$ cat src/rtl/fifo_ctrl.sv
// FIFO control and read path for an external bank of DEPTH 4-bit storage registers.
// Tracks pointers, occupancy and sticky error flags; drives one-hot load enables.
module fifo_ctrl #(
    parameter int DEPTH = 8,
    parameter int AW    = 3
) (
    input  logic               clk,
    input  logic               reset,
    input  logic               wr_req,
    input  logic               rd_req,
    input  logic               err_clr,
    input  logic [DEPTH*4-1:0] store_q,
    output logic [DEPTH-1:0]   wr_en,
    output logic [3:0]         rd_data,
    output logic               full,
    output logic               empty,
    output logic [AW:0]        count,
    output logic               overflow,
    output logic               underflow
);

    localparam logic [AW:0] FullCount = (AW+1)'(DEPTH);

    logic [AW-1:0] wrPtr_q, wrPtr_d;
    logic [AW-1:0] rdPtr_q, rdPtr_d;
    logic [AW:0]   count_q, count_d;
    logic          overflow_q, overflow_d;
    logic          underflow_q, underflow_d;
    logic          wrAcc, rdAcc;

    assign full      = (count_q == FullCount);
    assign empty     = (count_q == '0);
    assign count     = count_q;
    assign overflow  = overflow_q;
    assign underflow = underflow_q;

    // Acceptance uses pre-edge full/empty, so a same-cycle pop never makes room for a push.
    assign wrAcc = wr_req & ~full & ~reset;
    assign rdAcc = rd_req & ~empty & ~reset;

    always_comb begin
        wr_en = '0;
        if (wrAcc) begin
            wr_en[wrPtr_q] = 1'b1;
        end
    end

    assign rd_data = store_q[{rdPtr_q, 2'b00} +: 4];

    always_comb begin
        wrPtr_d     = wrPtr_q;
        rdPtr_d     = rdPtr_q;
        count_d     = count_q;
        overflow_d  = overflow_q & ~err_clr;
        underflow_d = underflow_q & ~err_clr;

        if (wrAcc) begin
            wrPtr_d = wrPtr_q + 1'b1;
        end
        if (rdAcc) begin
            rdPtr_d = rdPtr_q + 1'b1;
        end

        unique case ({wrAcc, rdAcc})
            2'b10:   count_d = count_q + 1'b1;
            2'b01:   count_d = count_q - 1'b1;
            default: count_d = count_q;
        endcase

        // A new error event wins over a clear in the same cycle.
        if (wr_req & full) begin
            overflow_d = 1'b1;
        end
        if (rd_req & empty) begin
            underflow_d = 1'b1;
        end
    end

    always_ff @(posedge clk) begin
        if (reset) begin
            wrPtr_q     <= '0;
            rdPtr_q     <= '0;
            count_q     <= '0;
            overflow_q  <= 1'b0;
            underflow_q <= 1'b0;
        end else begin
            wrPtr_q     <= wrPtr_d;
            rdPtr_q     <= rdPtr_d;
            count_q     <= count_d;
            overflow_q  <= overflow_d;
            underflow_q <= underflow_d;
        end
    end

endmodule

$ cat config.mk
export PLATFORM = sky130hd
export DESIGN_NAME = fifo_ctrl
export DESIGN_NICKNAME = d
export VERILOG_FILES = /design/src/rtl/fifo_ctrl.sv
export SDC_FILE = /design/constraint.sdc
export NUM_CORES = 1
export LEC_CHECK = 0
export CORE_ASPECT_RATIO = 1.5
export CORE_MARGIN = 8
export CORE_UTILIZATION = 41
export CTS_CLUSTER_SIZE = 14
export DETAILED_ROUTE_END_ITERATION = 10
export DONT_BUFFER_PORTS = 1
export GPL_ROUTABILITY_DRIVEN = 0
export PLACE_DENSITY_LB_ADDON = 0.25
export REMOVE_ABC_BUFFERS = 1
export SYNTH_ARGS = -nofsm -noshare
export SYNTH_HDL_FRONTEND = slang
export SYNTH_SLANG_ARGS = --single-unit
$ cat constraint.sdc
create_clock -name clk -period 3.11 [get_ports clk]
set_clock_uncertainty 0.2 [all_clocks]
set_input_delay 0.4665 -clock clk [delete_from_list [all_inputs] [get_ports clk]]
set_output_delay 0.4665 -clock clk [all_outputs]
set_load 0.02 [all_outputs]
==> impl_summary.md, run 1 <==
Status
The run finished with clean final reports.

Setup path
The slowest stage cell on the critical path is sky130_fd_sc_hd__or4b_4. The kind of start point of the critical path is a flip-flop. The most critical setup path has its startpoint at count[0]$_SDFFE_PP0P_. The startpoint identified for the worst register-to-register timing path is count[0]$_SDFFE_PP0P_.

The critical path is of the reg -> reg type. STA puts the critical path data arrival time at 2.78 ns. The cell family contributing the most delay on the critical path is simple AND/OR/NAND/NOR gates. The delay contributed by the slowest stage of the critical path is 0.60 ns. Traced cell by cell, the critical path runs through or4b_4 -> nand2_2 -> or2_2 -> ha_1 -> xor2_1 -> ha_1 -> a21oi_1 -> xor2_1 -> or3_1 -> a21oi_1.

The number of buffer and inverter stages on the critical path is 0. Of all nets on the critical path, the largest fanout is 5. The required time reported for the critical path endpoint is 3.11 ns. STA classifies the critical path endpoint as a flip-flop.

Timing
Setup repair after global routing left no endpoint under its margin. The final number of hold-violating endpoints is 0. The upper clock frequency limit is 360 MHz. The setup-violating endpoint count in the final report is 0. At the pin with the least slew margin, the transition time is 0.642 ns. The max-slew headroom at the worst pin is 56.9%. After layout, the worst path uses 89.2% of the clock period.

The final count of pins violating max slew is 0. The smallest clock period supported by the final layout is computed as 2.78 ns. The final total negative setup slack is 0 ns.

CTS
The clock buffer count from CTS is 3. Hold repair after CTS inserted 0 buffers. The number of sinks on the clock net is 12.

Buffers added to address setup during post-CTS repair amount to 0. In this run the clock root is driven by a sky130_fd_sc_hd__clkbuf_4. The maximum count of clock buffers along a single path is 2. The deepest level of the CTS H-tree is 1. After clock tree synthesis, the clock-pin slew on the worst setup and hold paths is 0.08 ns. Once the clock tree was built, the resizer swapped 0 gates to a different size. The later-pin clock latency in the skew report is 0.27 ns. TritonCTS built the clock tree.

Floorplan
For this configuration, the core starts out at a cell density of 42.9%. The standard-cell row count is 21. Measured along the x axis, the die boundary spans 55.5 microns. For this design the top-level I/O count stands at 57. The die is 75.2 microns tall.

The die footprint is 4170 sq um. The area inside the core boundary is 2230 sq um.

Global routing
The initial antenna violation count is 0. For this run the aggregate overflow at the end of global routing stands at 0. The number of global-route vias before repair is 872. Across every metal layer, demand over resource in global routing totals 11.3%. The maximum number of pins on one net before global-route repair is 19. The first global-routing pass estimated 3880 microns of wire.

Cells and area
The antenna cell count is 0. After the last flow step, the layout net total stands at 143. Relative to the synthesized area, the layout overhead comes to 7.70%. The post-route cell area is 1030 sq um. After the flow finishes, the layout carries non-filler instances totaling 123. In the final layout, the share of cells above drive strength 1 is 32.0%.

Yosys
The Yosys step of the flow raised 0 warnings. The top cell type by total area after synthesis is sky130_fd_sc_hd__dfxtp_1. The synthesized design contains 12 register bits. The share of Yosys cell area claimed by the top area cell type is 25.1%. Yosys attributes the largest share of cell area to sky130_fd_sc_hd__dfxtp_1, sky130_fd_sc_hd__mux4_2, sky130_fd_sc_hd__nor2_1. The count of unique library cells instantiated by Yosys is 34. In the synthesized netlist, the number of instances is 96.

Sequential cells were found to cover 25.1% of the synthesized design area. The synthesized netlist occupies a cell area of 958 sq um. The synthesized area divided by synthesized cell count is 9.98 sq um.

Drt
The first-pass iteration count of the detailed router is 4. The routed wire length per instance is 18.4 microns. The post-detailed-route count of antenna-violating nets is 0.

Dividing the detail-routed via count by the number of cells gives 6.24. The detailed router finished its first iteration with 4 violations. The routed via count is 768.

The number of design rule violations left after detail routing is 0. The aggregate routed wire length is 2270 microns.

Power and ir drop
IR analysis of the VDD net gives a maximum drop of 181 uV. The proportion of power drawn by combinational gates is 33.9%. For this design the ratio of total power to cell area is 465 nW/um^2. Registers are responsible for 40.4% of the overall power. For this design the static power due to leakage is 0.394 nW. Of the total power, the clock network draws 25.7%. Overall power consumption after layout is estimated at 0.000479 W. Cell internal power was estimated by the tool at 0.000322 W. The switching part of the total power is 32.9%. The net switching component of the power is 0.000158 W.

Flow run
Across the run, the number of max-cap violations was 0.

Hold path
In this run the worst hold path is classified as in -> reg. The worst hold path begins at reset.

Place
The estimated wirelength of the detail-placed design is 1930 microns. The number of instances in the placed design is 119. After detailed placement, the total cell area comes to 996 sq um. The count of buffers from port buffering is 0.
## layer usage
| metal | track usage (%) | share of wire (%) | vias to the layer above |
|---|---|---|---|
| met5 | 0 | 0 | - |
| met4 | 5.77 | 1.7 | 0 |
| met3 | 7.76 | 17 | 4 |
| met2 | 19.3 | 45 | 57 |
| met1 | 9.98 | 36 | 353 |
| li1 | - | - | 354 |
## state kept, by name, indices dropped and copies added (netlist names)
| register | flops |
|---|---|
| rdPtr_q | 3 |
| overflow | 1 |
| count | 4 |
| wrPtr_q | 3 |
| underflow | 1 |
## cells in the final DEF, fill, tap and decap left out, types with 2 or more instances in the layout
cell / netlist / final
sky130_fd_sc_hd__a21oi_1: 4 / 4
sky130_fd_sc_hd__a21oi_2: 2 / 2
sky130_fd_sc_hd__buf_4: 0 / 5
sky130_fd_sc_hd__clkbuf_4: 0 / 3
sky130_fd_sc_hd__dfxtp_1: 12 / 12
sky130_fd_sc_hd__ha_1: 5 / 5
sky130_fd_sc_hd__inv_1: 2 / 2
sky130_fd_sc_hd__mux2_2: 5 / 5
sky130_fd_sc_hd__mux2i_1: 2 / 2
sky130_fd_sc_hd__mux4_2: 8 / 8
sky130_fd_sc_hd__nand2_1: 2 / 2
sky130_fd_sc_hd__nand2_2: 2 / 2
sky130_fd_sc_hd__nand2b_1: 3 / 3
sky130_fd_sc_hd__nand3_1: 2 / 2
sky130_fd_sc_hd__nor2_1: 18 / 18
sky130_fd_sc_hd__nor2b_1: 3 / 3
sky130_fd_sc_hd__o21ai_0: 2 / 2
sky130_fd_sc_hd__xor2_1: 5 / 5
## final cells by class
cell class              count  area (sq um)
fillers                   214          1200
multi-input cells          77           682
flip-flops and latches     12           240
repair buffers              5          37.5
clock buffers               4          36.3
well taps                  23          28.8
inverters                   2          7.51
## metrics by stage
| step | setup slack, ns | hold slack, ns | utilization (%) |
|---|---|---|---|
| floorplan | 0.386 | 0.270 | - |
| global placement | 0.445 | 0.291 | 44.6 |
| detailed placement | 0.382 | 0.293 | 44.6 |
| CTS | 0.348 | 0.0321 | 46.2 |
| global route | 0.134 | 0.0272 | 46.2 |
| finish | 0.335 | 0.0460 | 46.2 |
## final timing paths
kind	end	slack (ns)	cells past startpoint
setup / recovery	count[2]$_SDFFE_PP0P_	0.33	10
hold / removal	wrPtr_q[1]$_SDFFE_PP0P_	0.05	1
hold reg to reg	wrPtr_q[0]$_SDFFE_PP0P_	0.31	2
setup reg to reg	count[2]$_SDFFE_PP0P_	0.33	10
## cells in the mapped netlist
library cell and instances:
sky130_fd_sc_hd__or3_4 1, sky130_fd_sc_hd__or3_1 1, sky130_fd_sc_hd__clkbuf_1 1, sky130_fd_sc_hd__nand2b_1 3
sky130_fd_sc_hd__nand3_1 2, sky130_fd_sc_hd__a21oi_1 4, sky130_fd_sc_hd__mux2i_1 2, sky130_fd_sc_hd__o21ai_2 1
sky130_fd_sc_hd__dfxtp_1 12, sky130_fd_sc_hd__a32o_1 1, sky130_fd_sc_hd__nor3_2 1, sky130_fd_sc_hd__xor2_1 5
sky130_fd_sc_hd__mux2_2 5, sky130_fd_sc_hd__mux4_2 8, sky130_fd_sc_hd__nand4b_1 1, sky130_fd_sc_hd__ha_1 5
sky130_fd_sc_hd__nor4_1 1, sky130_fd_sc_hd__nand2_1 2, sky130_fd_sc_hd__nor3_1 1, sky130_fd_sc_hd__or4b_4 1
sky130_fd_sc_hd__nor2_1 18, sky130_fd_sc_hd__a21oi_2 2, sky130_fd_sc_hd__inv_1 2, sky130_fd_sc_hd__or2_2 1
sky130_fd_sc_hd__buf_6 1, sky130_fd_sc_hd__buf_1 1, sky130_fd_sc_hd__xnor2_1 1, sky130_fd_sc_hd__o21ai_0 2
sky130_fd_sc_hd__buf_2 2, sky130_fd_sc_hd__o41ai_4 1, sky130_fd_sc_hd__o22ai_1 1, sky130_fd_sc_hd__nor3b_1 1
sky130_fd_sc_hd__nor2b_1 3, sky130_fd_sc_hd__nand2_2 2
## power by group through the flow
stage	combinational [W]	clock, W	sequential, W
floorplan	0.000121	0	0.000206
global placement	0.000162	0	0.000198
detailed placement	0.000166	0	0.000198
CTS	0.000166	0.000130	0.000195
global route	0.000178	0.000135	0.000198
finish	0.000163	0.000123	0.000194
## cell families after synthesis
| family | synth area share [%] |
|---|---|
| adders and majority gates | 6.53 |
| and+or+nand+nor | 21.9 |
| muxes | 26.8 |
| DFF | 25.1 |
| buffers and inverters | 3.79 |
| xor gates and xnor gates | 5.48 |
| AOI/OAI and AO/OA | 10.4 |
No activity file was read; power rests on OpenSTA's default activity.
==> inputs of run 2 (changes only) <==
--- a/config.mk
+++ b/config.mk
@@ -12,7 +12,6 @@
 export DETAILED_ROUTE_END_ITERATION = 10
 export DONT_BUFFER_PORTS = 1
 export GPL_ROUTABILITY_DRIVEN = 0
-export PLACE_DENSITY_LB_ADDON = 0.25
 export REMOVE_ABC_BUFFERS = 1
 export SYNTH_ARGS = -nofsm -noshare
 export SYNTH_HDL_FRONTEND = slang
==> run 2 against run 1 <==
Clock power is essentially flat. Combinational power grew 3%. Via count shrank 0.91%. Setup slack gained 0.12 ns. Sequential share of layout area is the same. Non-clock buffer count is the same. Count of clock-buffer cells in the layout is the same. Final cell count is the same. Largest cell class unchanged.
==> impl_summary.md, run 2 (synthesis results as in run 1) <==
Status
The flow ran to the end, and the final reports show no timing, DRC or antenna violations.

CTS
The CTS tree is done. The number of resized instances in the post-cts repair step is 0 (unchanged). The clock-pin slew on the worst setup and hold paths was 0.08 ns (about the same). The clock buffer count from CTS is 3 (unchanged). The tree is rooted in a sky130_fd_sc_hd__clkbuf_4.

The deepest level of the CTS H-tree is 1 (unchanged). The number of sinks on the clock net is 12 (unchanged). The post-CTS setup buffer count is 0 (unchanged). The maximum count of clock buffers along a single path is 2 (unchanged). The cts-stage hold buffer count came to 0 (unchanged). The later-pin clock latency in the skew report is 0.27 ns (about the same).

Global routing
The initial antenna violation count is 0 (unchanged). The wire length of the first global-routing pass is 3570 microns (-7.8%). The number of global-route vias before repair is 852 (-2.3%).

The remaining global-route overflow is 0 (unchanged). The overall track demand over capacity in global routing is 10.6% (-0.68 points). The maximum number of pins on one net before global-route repair was 19 (unchanged).

Floorplan
The top-level port count is 57 (unchanged). The die width is 55.5 microns (unchanged). The standard-cell row count is 21 (unchanged). The die footprint is 4170 sq um (unchanged). The initial core utilization came to 42.9% (unchanged).

The area inside the core boundary is 2230 sq um (unchanged). The chip height was 75.2 microns (unchanged).

Setup path
The required time reported for the critical path endpoint is 3.11 ns (about the same). The capturing element type of the critical path is a flip-flop. In this run the worst setup path begins at count[0]$_SDFFE_PP0P_.

The depth of the worst register-to-register path is 10 (unchanged). The delay contributed by the slowest stage of the critical path was 0.47 ns (-0.13 ns). The worst reg-to-reg setup slack is 0.46 ns (+0.12 ns). The number of buffer and inverter stages on the critical path came to 1 (+1). The worst setup path endpoint is count[2]$_SDFFE_PP0P_.

The arrival time reported for the critical path endpoint is 2.66 ns (-0.12 ns). The cell family contributing the most delay on the critical path is compound AO/OA/AOI/OAI gates. The total stage count of the critical path was 10 (unchanged). The maximum fanout encountered on the critical timing path is 7 (+2). Walking the worst path, the cells encountered are buf_4 -> o41ai_4 -> nor2_1 -> ha_1 -> xor2_1 -> ha_1 -> a21oi_1 -> xor2_1 -> or3_1 -> a21oi_1.

The end of the worst register-to-register path is count[2]$_SDFFE_PP0P_. The startpoint identified for the worst register-to-register timing path is count[0]$_SDFFE_PP0P_. The kind of start point of the critical path is a flip-flop.

Among all stages on the critical path, the largest delay is contributed by sky130_fd_sc_hd__o41ai_4. The worst setup path is of the reg -> reg kind.

Timing
The transition time at the pin with the least slew margin came to 0.650 ns (+0.00799 ns). The clock period minus final worst setup slack is 2.65 ns (-0.122 ns). The upper clock frequency limit was 377 MHz (+4.6%). The final number of hold-violating endpoints is 0 (unchanged). The final total negative setup slack came to 0 ns (unchanged). The max-slew headroom at the worst pin is 56.3% (-0.54 points). The setup-violating endpoint count in the final report is 0 (unchanged).

The final count of pins violating max slew is 0 (unchanged). Setup repair after global routing left no endpoint under its margin. The share of the clock period used by the worst path is 85.3% (-3.9 points).

Cells and area
The flip-flop count of the largest register after layout is 4 (unchanged). The area growth from synthesis to layout was 7.70% (unchanged). The share of final-layout standard cells stronger than drive strength 1 is 32.0% (unchanged). The top cell types in the final layout, fill and taps aside, are sky130_fd_sc_hd__nor2_1, sky130_fd_sc_hd__dfxtp_1, sky130_fd_sc_hd__mux4_2. The final-stage net count is 143 (unchanged).

The library cell used most frequently in the layout, excluding fill and tap cells, is sky130_fd_sc_hd__nor2_1. The final core utilization is 46.2% (unchanged). The antenna cell count is 0 (unchanged).

Drt
The number of violations reported at the end of detailed-routing iteration 0 is 10 (+6). The post-detailed-route count of antenna-violating nets is 0 (unchanged). The aggregate routed wire length is 2230 microns (-1.5%).

The routed via count is 761 (-0.91%). The ratio of routed vias to standard cells is 6.19 (-0.91%). The number of design rule violations left after detail routing is 0 (unchanged). The routed wire length per instance was 18.2 microns (-1.5%). The first-pass iteration count of the detailed router is 4 (unchanged).

Power and ir drop
The sequential group share of total power is 39.5% (-0.9 points). The net switching component of the power was 0.000158 W (about the same). The largest vdd supply drop was 217 uV (+20%). The proportion of power drawn by combinational gates came to 35.0% (+1.1 points). The leakage component of the power is 0.394 nW (unchanged). The internal power is 0.000322 W (about the same).

The switching part of the total power was 32.9% (about the same). The power density of the placed cells is 465 nW/um^2 (about the same). The part of the power in the clock network is 25.5% (-0.2 points).

Flow run
The number of max-capacitance violations reported is 0 (unchanged).

Place
The estimated wirelength of the detail-placed design is 1930 microns (-0.25%). The count of buffers from port buffering is 0 (unchanged).

Hold path
The startpoint of the most critical hold path is reset. The path class of the lowest-slack min-delay path is in -> reg.
## run 2: cell counts in the layout (fill, tap and decap cells not counted)
Identical to the previous run, type by type.
## run 2: how the worst min path moves through the flow
stage                                    to  slack [ns]  cells past startpoint
floorplan           wrPtr_q[0]$_SDFFE_PP0P_        0.27                      2
global placement    wrPtr_q[0]$_SDFFE_PP0P_        0.29                      2
detailed placement  wrPtr_q[0]$_SDFFE_PP0P_        0.31                      2
CTS                 wrPtr_q[1]$_SDFFE_PP0P_        0.04                      1
global route        wrPtr_q[1]$_SDFFE_PP0P_        0.03                      1
finish              wrPtr_q[1]$_SDFFE_PP0P_        0.05                      1
## run 2: through the flow
stage          area (sq um)  hold slack, ns  cells  power, W  setup WS (ns)
5_1_grt                1030          0.0263    123  0.000510          0.308
4_1_cts                1030          0.0398    123  0.000488          0.453
6_report               1030          0.0500    123  0.000480          0.457
3_3_place_gp            996           0.292    119  0.000361          0.533
3_5_place_dp            996           0.306    119  0.000363          0.475
2_1_floorplan           930           0.270     91  0.000327          0.386
## run 2: power groups by stage
stage | clock network, W | logic (W) | registers, W
4_1_cts | 0.000128 | 0.000170 | 0.000190
3_3_place_gp | 0 | 0.000167 | 0.000193
6_report | 0.000122 | 0.000168 | 0.000189
5_1_grt | 0.000135 | 0.000182 | 0.000193
3_5_place_dp | 0 | 0.000169 | 0.000194
2_1_floorplan | 0 | 0.000121 | 0.000206
## run 2: layer usage
layer | vias to the layer above | GRT usage (%) | wire (microns)
met1 | 344 | 9.84 | 866
met3 | 4 | 8.26 | 382
met4 | 0 | 7.14 | 39
met5 | - | 0 | 0
met2 | 56 | 16.0 | 945
li1 | 357 | - | -
## run 2: worst reg2reg max path, delay by kind of cell, from the launching register on
| kind | cells | cell delay (ns) |
|---|---|---|
| AO/OA/AOI/OAI | 3 | 0.76 |
| XOR/XNOR | 2 | 0.25 |
| adder cells (fa/ha/maj) | 2 | 0.45 |
| buffers and inverters | 1 | 0.18 |
| flip-flops | 1 | 0.32 |
| AND/OR/NAND/NOR | 2 | 0.43 |
## run 2: area by class of cell
cell class / instances / area (sq um)
fill: 218 / 1200
multi-input combinational: 77 / 682
sequential: 12 / 240
timing repair buffer: 5 / 37.5
clock buffer: 4 / 36.3
tap: 23 / 28.8
inverter: 2 / 7.51
